<file path="src/rtl/mul_seq_pkg.sv">
// rtl/mul_seq_pkg.sv - shared widths and controller state type for the sequential 6x6 multiplier
package mul_seq_pkg;

    localparam int HALF_W = 3;
    localparam int OP_W   = 6;
    localparam int PROD_W = 12;
    localparam int PP_W   = 6;

    typedef enum logic [2:0] {
        IDLE = 3'd0,
        PP0  = 3'd1,
        PP1  = 3'd2,
        PP2  = 3'd3,
        PP3  = 3'd4,
        DONE = 3'd5
    } state_t;

endpackage

</file>
<file path="src/rtl/mul3x3_pp.sv">
// rtl/mul3x3_pp.sv - combinational unsigned 3x3 array multiplier built from AND terms and full adders
module mul3x3_pp
    import mul_seq_pkg::*;
(
    input  logic [HALF_W-1:0] x,
    input  logic [HALF_W-1:0] y,
    output logic [PP_W-1:0]   p
);

    function automatic logic [1:0] full_add(input logic fa, input logic fb, input logic fc);
        return {(fa & fb) | (fa & fc) | (fb & fc), fa ^ fb ^ fc};
    endfunction

    logic [HALF_W-1:0] w_row0;
    logic [HALF_W-1:0] w_row1;
    logic [HALF_W-1:0] w_row2;
    logic [HALF_W-1:0] w_add1;
    logic [HALF_W-1:0] w_add2;
    logic [HALF_W:0]   w_sum1;
    logic [HALF_W:0]   w_sum2;

    assign w_row0 = x & {HALF_W{y[0]}};
    assign w_row1 = x & {HALF_W{y[1]}};
    assign w_row2 = x & {HALF_W{y[2]}};

    // Each row ripples into the running sum; the low bit of every stage retires directly to p.
    assign w_add1 = {1'b0, w_row0[HALF_W-1:1]};
    assign w_add2 = w_sum1[HALF_W:1];

    always_comb begin : stage1
        logic       c;
        logic [1:0] fa;
        c      = 1'b0;
        w_sum1 = '0;
        for (int i = 0; i < HALF_W; i++) begin
            fa        = full_add(w_add1[i], w_row1[i], c);
            w_sum1[i] = fa[0];
            c         = fa[1];
        end
        w_sum1[HALF_W] = c;
    end

    always_comb begin : stage2
        logic       c;
        logic [1:0] fa;
        c      = 1'b0;
        w_sum2 = '0;
        for (int i = 0; i < HALF_W; i++) begin
            fa        = full_add(w_add2[i], w_row2[i], c);
            w_sum2[i] = fa[0];
            c         = fa[1];
        end
        w_sum2[HALF_W] = c;
    end

    assign p = {w_sum2, w_sum1[0], w_row0[0]};

endmodule

</file>
<file path="src/rtl/mul6x6_seq.sv">
// rtl/mul6x6_seq.sv - 6x6 unsigned multiplier sharing one 3x3 unit over four accumulate cycles
module mul6x6_seq
    import mul_seq_pkg::*;
#(
    parameter int SKIP_ZERO = 1
) (
    input  logic              clk,
    input  logic              rst_n,
    input  logic              in_valid,
    output logic              in_ready,
    input  logic [OP_W-1:0]   a,
    input  logic [OP_W-1:0]   b,
    output logic              out_valid,
    input  logic              out_ready,
    output logic [PROD_W-1:0] product,
    output logic              busy
);

    state_t              r_state;
    state_t              w_next;
    logic [OP_W-1:0]     r_ra;
    logic [OP_W-1:0]     r_rb;
    logic [PROD_W-1:0]   r_acc;
    logic [HALF_W-1:0]   w_x;
    logic [HALF_W-1:0]   w_y;
    logic [PP_W-1:0]     w_pp;
    logic [PROD_W-1:0]   w_pp_ext;
    logic [PROD_W-1:0]   w_addend;
    logic                w_zero_op;

    assign w_zero_op = (SKIP_ZERO != 0) && ((a == '0) || (b == '0));

    always_ff @(posedge clk or negedge rst_n) begin
        if (!rst_n) begin
            r_state <= IDLE;
            r_ra    <= '0;
            r_rb    <= '0;
            r_acc   <= '0;
        end else begin
            r_state <= w_next;
            case (r_state)
                IDLE: begin
                    if (in_valid) begin
                        r_ra  <= a;
                        r_rb  <= b;
                        r_acc <= '0;
                    end
                end
                PP0, PP1, PP2, PP3: r_acc <= r_acc + w_addend;
                default: ;
            endcase
        end
    end

    always_comb begin
        w_next = r_state;
        case (r_state)
            IDLE:    if (in_valid) w_next = w_zero_op ? DONE : PP0;
            PP0:     w_next = PP1;
            PP1:     w_next = PP2;
            PP2:     w_next = PP3;
            PP3:     w_next = DONE;
            DONE:    if (out_ready) w_next = IDLE;
            default: w_next = IDLE;
        endcase
    end

    // Operand halves for the shared unit, selected by which cross product this cycle adds.
    always_comb begin
        w_x = r_ra[HALF_W-1:0];
        w_y = r_rb[HALF_W-1:0];
        case (r_state)
            PP1: w_x = r_ra[OP_W-1:HALF_W];
            PP2: w_y = r_rb[OP_W-1:HALF_W];
            PP3: begin
                w_x = r_ra[OP_W-1:HALF_W];
                w_y = r_rb[OP_W-1:HALF_W];
            end
            default: ;
        endcase
    end

    mul3x3_pp u_pp (
        .x (w_x),
        .y (w_y),
        .p (w_pp)
    );

    assign w_pp_ext = PROD_W'(w_pp);

    always_comb begin
        w_addend = '0;
        case (r_state)
            PP0:      w_addend = w_pp_ext;
            PP1, PP2: w_addend = w_pp_ext << HALF_W;
            PP3:      w_addend = w_pp_ext << (2 * HALF_W);
            default:  ;
        endcase
    end

    assign in_ready  = (r_state == IDLE);
    assign out_valid = (r_state == DONE);
    assign busy      = (r_state != IDLE);
    assign product   = r_acc;

endmodule
</file>
<file path="config.mk">
export PLATFORM = sky130hd
export DESIGN_NAME = mul6x6_seq
export DESIGN_NICKNAME = d
export VERILOG_FILES = /design/src/rtl/mul_seq_pkg.sv /design/src/rtl/mul3x3_pp.sv /design/src/rtl/mul6x6_seq.sv
export SDC_FILE = /design/constraint.sdc
export NUM_CORES = 1
export LEC_CHECK = 0
export BUFFER_PORTS_ARGS = -buffer_cell sky130_fd_sc_hd__clkbuf_2
export CAP_MARGIN = 20
export CORE_MARGIN = 2
export CORE_UTILIZATION = 59
export DETAILED_ROUTE_END_ITERATION = 10
export PLACE_DENSITY = 0.82
export SYNTH_ARGS = -nofsm -noshare
export SYNTH_HDL_FRONTEND = slang
export SYNTH_SLANG_ARGS = --single-unit
</file>
<file path="constraint.sdc">
create_clock -name clk -period 11.75 [get_ports clk]
set_clock_uncertainty 0.05 [all_clocks]
set_input_delay 0.5875 -clock clk [delete_from_list [all_inputs] [get_ports clk]]
set_output_delay 0.5875 -clock clk [all_outputs]
set_load 0.01 [all_outputs]
</file>
==> impl_metrics.ini <==
[yosys]
syn-cell-area_mm2 = 0.002006
synthCells = 213
synthDistinctLibCells = 45
syn_nets = 247
synthTopCellsByArea = dfrtp_1 34%, ha_1 8.7%, a22o_1 4.8%
async_flop_share_pct = 100.0
yosysSeqAreaShare_pct = 33.69
synth-edff-count = 0
synth_warnings = 0
syn_avg_cell_area_um2 = 9.416
synth_top_area_share_pct = 33.69
yosys.area.top_type = dfrtp_1
ys_ff_latch = 27
ys.flop_type = dfrtp_1

[setup_path]
critical_path.max_fanout = 21
cp_top_family = adder cells
cpMaxStageDelayCell = dfrtp_1
crit_chain = nand2b_1, a21oi_4, mux2i_1, nor2_1, ha_1, fa_1, ha_1, fa_1, inv_1, fa_1, nor2_1, a21oi_1, nor2_1, ha_1, a21oi_2, o211ai_1, a21boi_1, xnor2_1, a22o_1
required_ns = 11.94
critPathLaunchType = flop
cp_num_buf_inv = 1
crit_arrival_ns = 5.36
crit_type = flop to flop
cp-end-kind = flop
cp_slowest_stage_delay_ns = 0.74

[detailed_routing]
routed_wirelength_um = 4031
drtIter0Drc = 73
drc_errors = 0
wl_per_cell_um = 14.19
first_pass_iters = 4
detail_route.vias_per_cell = 5.937
vias = 1686
ant_nets = 0

[clock_network]
clk_transition_reported_paths_ns = 0.15
holdBufCountCts = 0
insertion_delay_ns = 0.33
h-tree-depth = 1
root_buffer = clkbuf_4
cts.repair.resized = 0
cts.path.max_buffers = 2
cts_setup_buffers = 0
cts_tree = done
cts_buffers = 3
clock-sinks = 27

[final_layout]
fin_area_mm2 = 0.002195
area_growth_pct = 9.420
final_cell_mix = 30 x clkbuf_2, 27 x dfrtp_1, 23 x nor2_1, 14 x a21oi_1, 14 x ha_1
fill_cells = 296
post_route_cells_drive_above_1_share_pct = 19.75
layout_commonest_cell = clkbuf_2
final_cells = 284
fin_nets = 273
diodes = 0

[sta]
period_share_pct = 43.99
period_minus_slack_ns = 5.168
clock.fmax_mhz = 193.5
maxSlewViolCount = 0
setup_viol = 0
slew_headroom_pct = 41.24
worst_pin_slew_ns = 0.8795
hold_violations = 0
tns_ns = 0
rsz0062_at_grt = false

[pwr]
vdd_drop_max_v = 0.0002091
p_sw_share_pct = 48.48
total_power_w = 0.0006770
power.internal_w = 0.0003488
p_leak_nw = 1.007
switching_power_w = 0.0003282
comb_power_share_pct = 66.3
power.density_mw_per_mm2 = 308.5
seq_power_share_pct = 27.6
clock_power_share_pct = 6.1

[global_routing]
grt_pass1_wl_um = 6831
grtUsageTotal_pct = 21.72
grt-ovfl-total = 0
grt_max_degree = 28
antenna_found_initial = 0
first_global_vias = 1466

[placement]
hpwl_um = 3094
place_congestion = 0.8784
port_buffers = 30
placed_area_mm2 = 0.002168
placed_cells = 280

[floorplanning]
core_area_mm2 = 0.003311
die_area_mm2 = 0.003882
floorplan.initialDensity_pct = 60.58
die_x_um = 62.31
boundaryPins = 31
rows = 21
die_h_um = 62.31

[status]
status = finished clean

[job]
maxCapViolCount = 0

[min_path]
hp-class = primary input to async pin
==> sequential cells by signal, summed over array words and instances (netlist names) <==
name / count
r_rb: 6
r_ra: 6
product: 12
r_state: 3
==> Yosys cell counts (all sizes together) (2+ instances only) <==
library cell / number
dfrtp: 27
nor3: 6
o211ai: 4
buf: 8
o21ai: 12
xor2: 3
nand2: 13
and2: 2
nor2: 24
a221oi: 2
nand4: 3
xnor2: 6
ha: 14
nor3b: 5
inv: 8
o22ai: 3
nand3b: 2
nand3: 2
a21oi: 16
o221ai: 3
fa: 4
a22o: 11
mux2: 12
mux2i: 5
o21a: 2
or4: 2
nand2b: 5
o21bai: 2
==> power by group through the flow <==
stage | Clock (W) | Combinational, W | Sequential [W]
5_1_grt | 0.0000463 | 0.000505 | 0.000194
3_3_place_gp | 0 | 0.000439 | 0.000188
3_5_place_dp | 0 | 0.000447 | 0.000188
4_1_cts | 0.0000431 | 0.000449 | 0.000187
2_1_floorplan | 0 | 0.000371 | 0.000168
6_report | 0.0000414 | 0.000448 | 0.000187
==> layer usage <==
| layer | vias to the layer above | wire, um | GRT usage [%] |
|---|---|---|---|
| met5 | - | 0 | 0 |
| met4 | 0 | 46 | 5.000 |
| met3 | 6 | 189 | 4.348 |
| met2 | 40 | 1818 | 33.15 |
| met1 | 810 | 1977 | 32.04 |
| li1 | 830 | - | - |
==> area by class of cell <==
class | count | area (um2) | share of cell area [%]
Inverter | 8 | 30.03 | 1.368
Tap cell | 46 | 57.56 | 2.623
Timing Repair Buffer | 30 | 150.1 | 6.842
Multi-Input combinational cell | 169 | 1255 | 57.18
Clock buffer | 4 | 26.28 | 1.197
Sequential cell | 27 | 675.6 | 30.79
==> worst reg2reg max path, stage by stage, from the launching register on <==
cell	delay [ns]
dfrtp_1	0.74
nand2b_1	0.29
a21oi_4	0.26
mux2i_1	0.30
nor2_1	0.09
ha_1	0.22
fa_1	0.36
ha_1	0.30
fa_1	0.41
inv_1	0.07
fa_1	0.44
nor2_1	0.12
a21oi_1	0.05
nor2_1	0.12
ha_1	0.31
a21oi_2	0.22
o211ai_1	0.21
a21boi_1	0.21
xnor2_1	0.09
a22o_1	0.20
==> worst paths after layout <==
path                            cells after the start                endpoint  slack (ns)                   start
worst min register to register                      1     r_ra[2]$_DFFE_PN0P_        0.47     r_ra[2]$_DFFE_PN0P_
max in group asynchronous                           1  r_state[1]$_DFFE_PN0P_       11.02                   rst_n
min in group clk                                    2     r_ra[2]$_DFFE_PN0P_        0.42                    a[2]
worst max-delay path                               19  product[7]$_DFFE_PN0P_        6.58  r_state[1]$_DFFE_PN0P_
worst max register to register                     19  product[7]$_DFFE_PN0P_        6.58  r_state[1]$_DFFE_PN0P_
worst min-delay path                                1  product[5]$_DFFE_PN0P_        0.21                   rst_n
==> cells by family (layout without fill, tap and decap cells) <==
| logic type | Yosys count | after routing | share of synthesized area [%] |
|---|---|---|---|
| buf+inv | 17 | 42 | 3.743 |
| fa+ha+maj | 18 | 18 | 12.73 |
| simple gates | 67 | 67 | 16.97 |
| compound gates | 58 | 58 | 19.71 |
| xor+xnor | 9 | 9 | 3.930 |
| flops | 27 | 27 | 33.69 |
| mux | 17 | 17 | 9.233 |
==> through the flow <==
stage / hold slack (ns) / utilization [%] / worst slack (ns)
after floorplan: 0.2419 / - / 7.309
final: 0.2053 / 66.29 / 6.582
after global placement: 0.4232 / 65.50 / 6.706
after global routing: 0.2559 / 66.29 / 6.151
after detailed placement: 0.4294 / 65.50 / 6.625
after CTS: 0.2212 / 66.29 / 6.577
No activity file was read; power rests on OpenSTA's default activity.
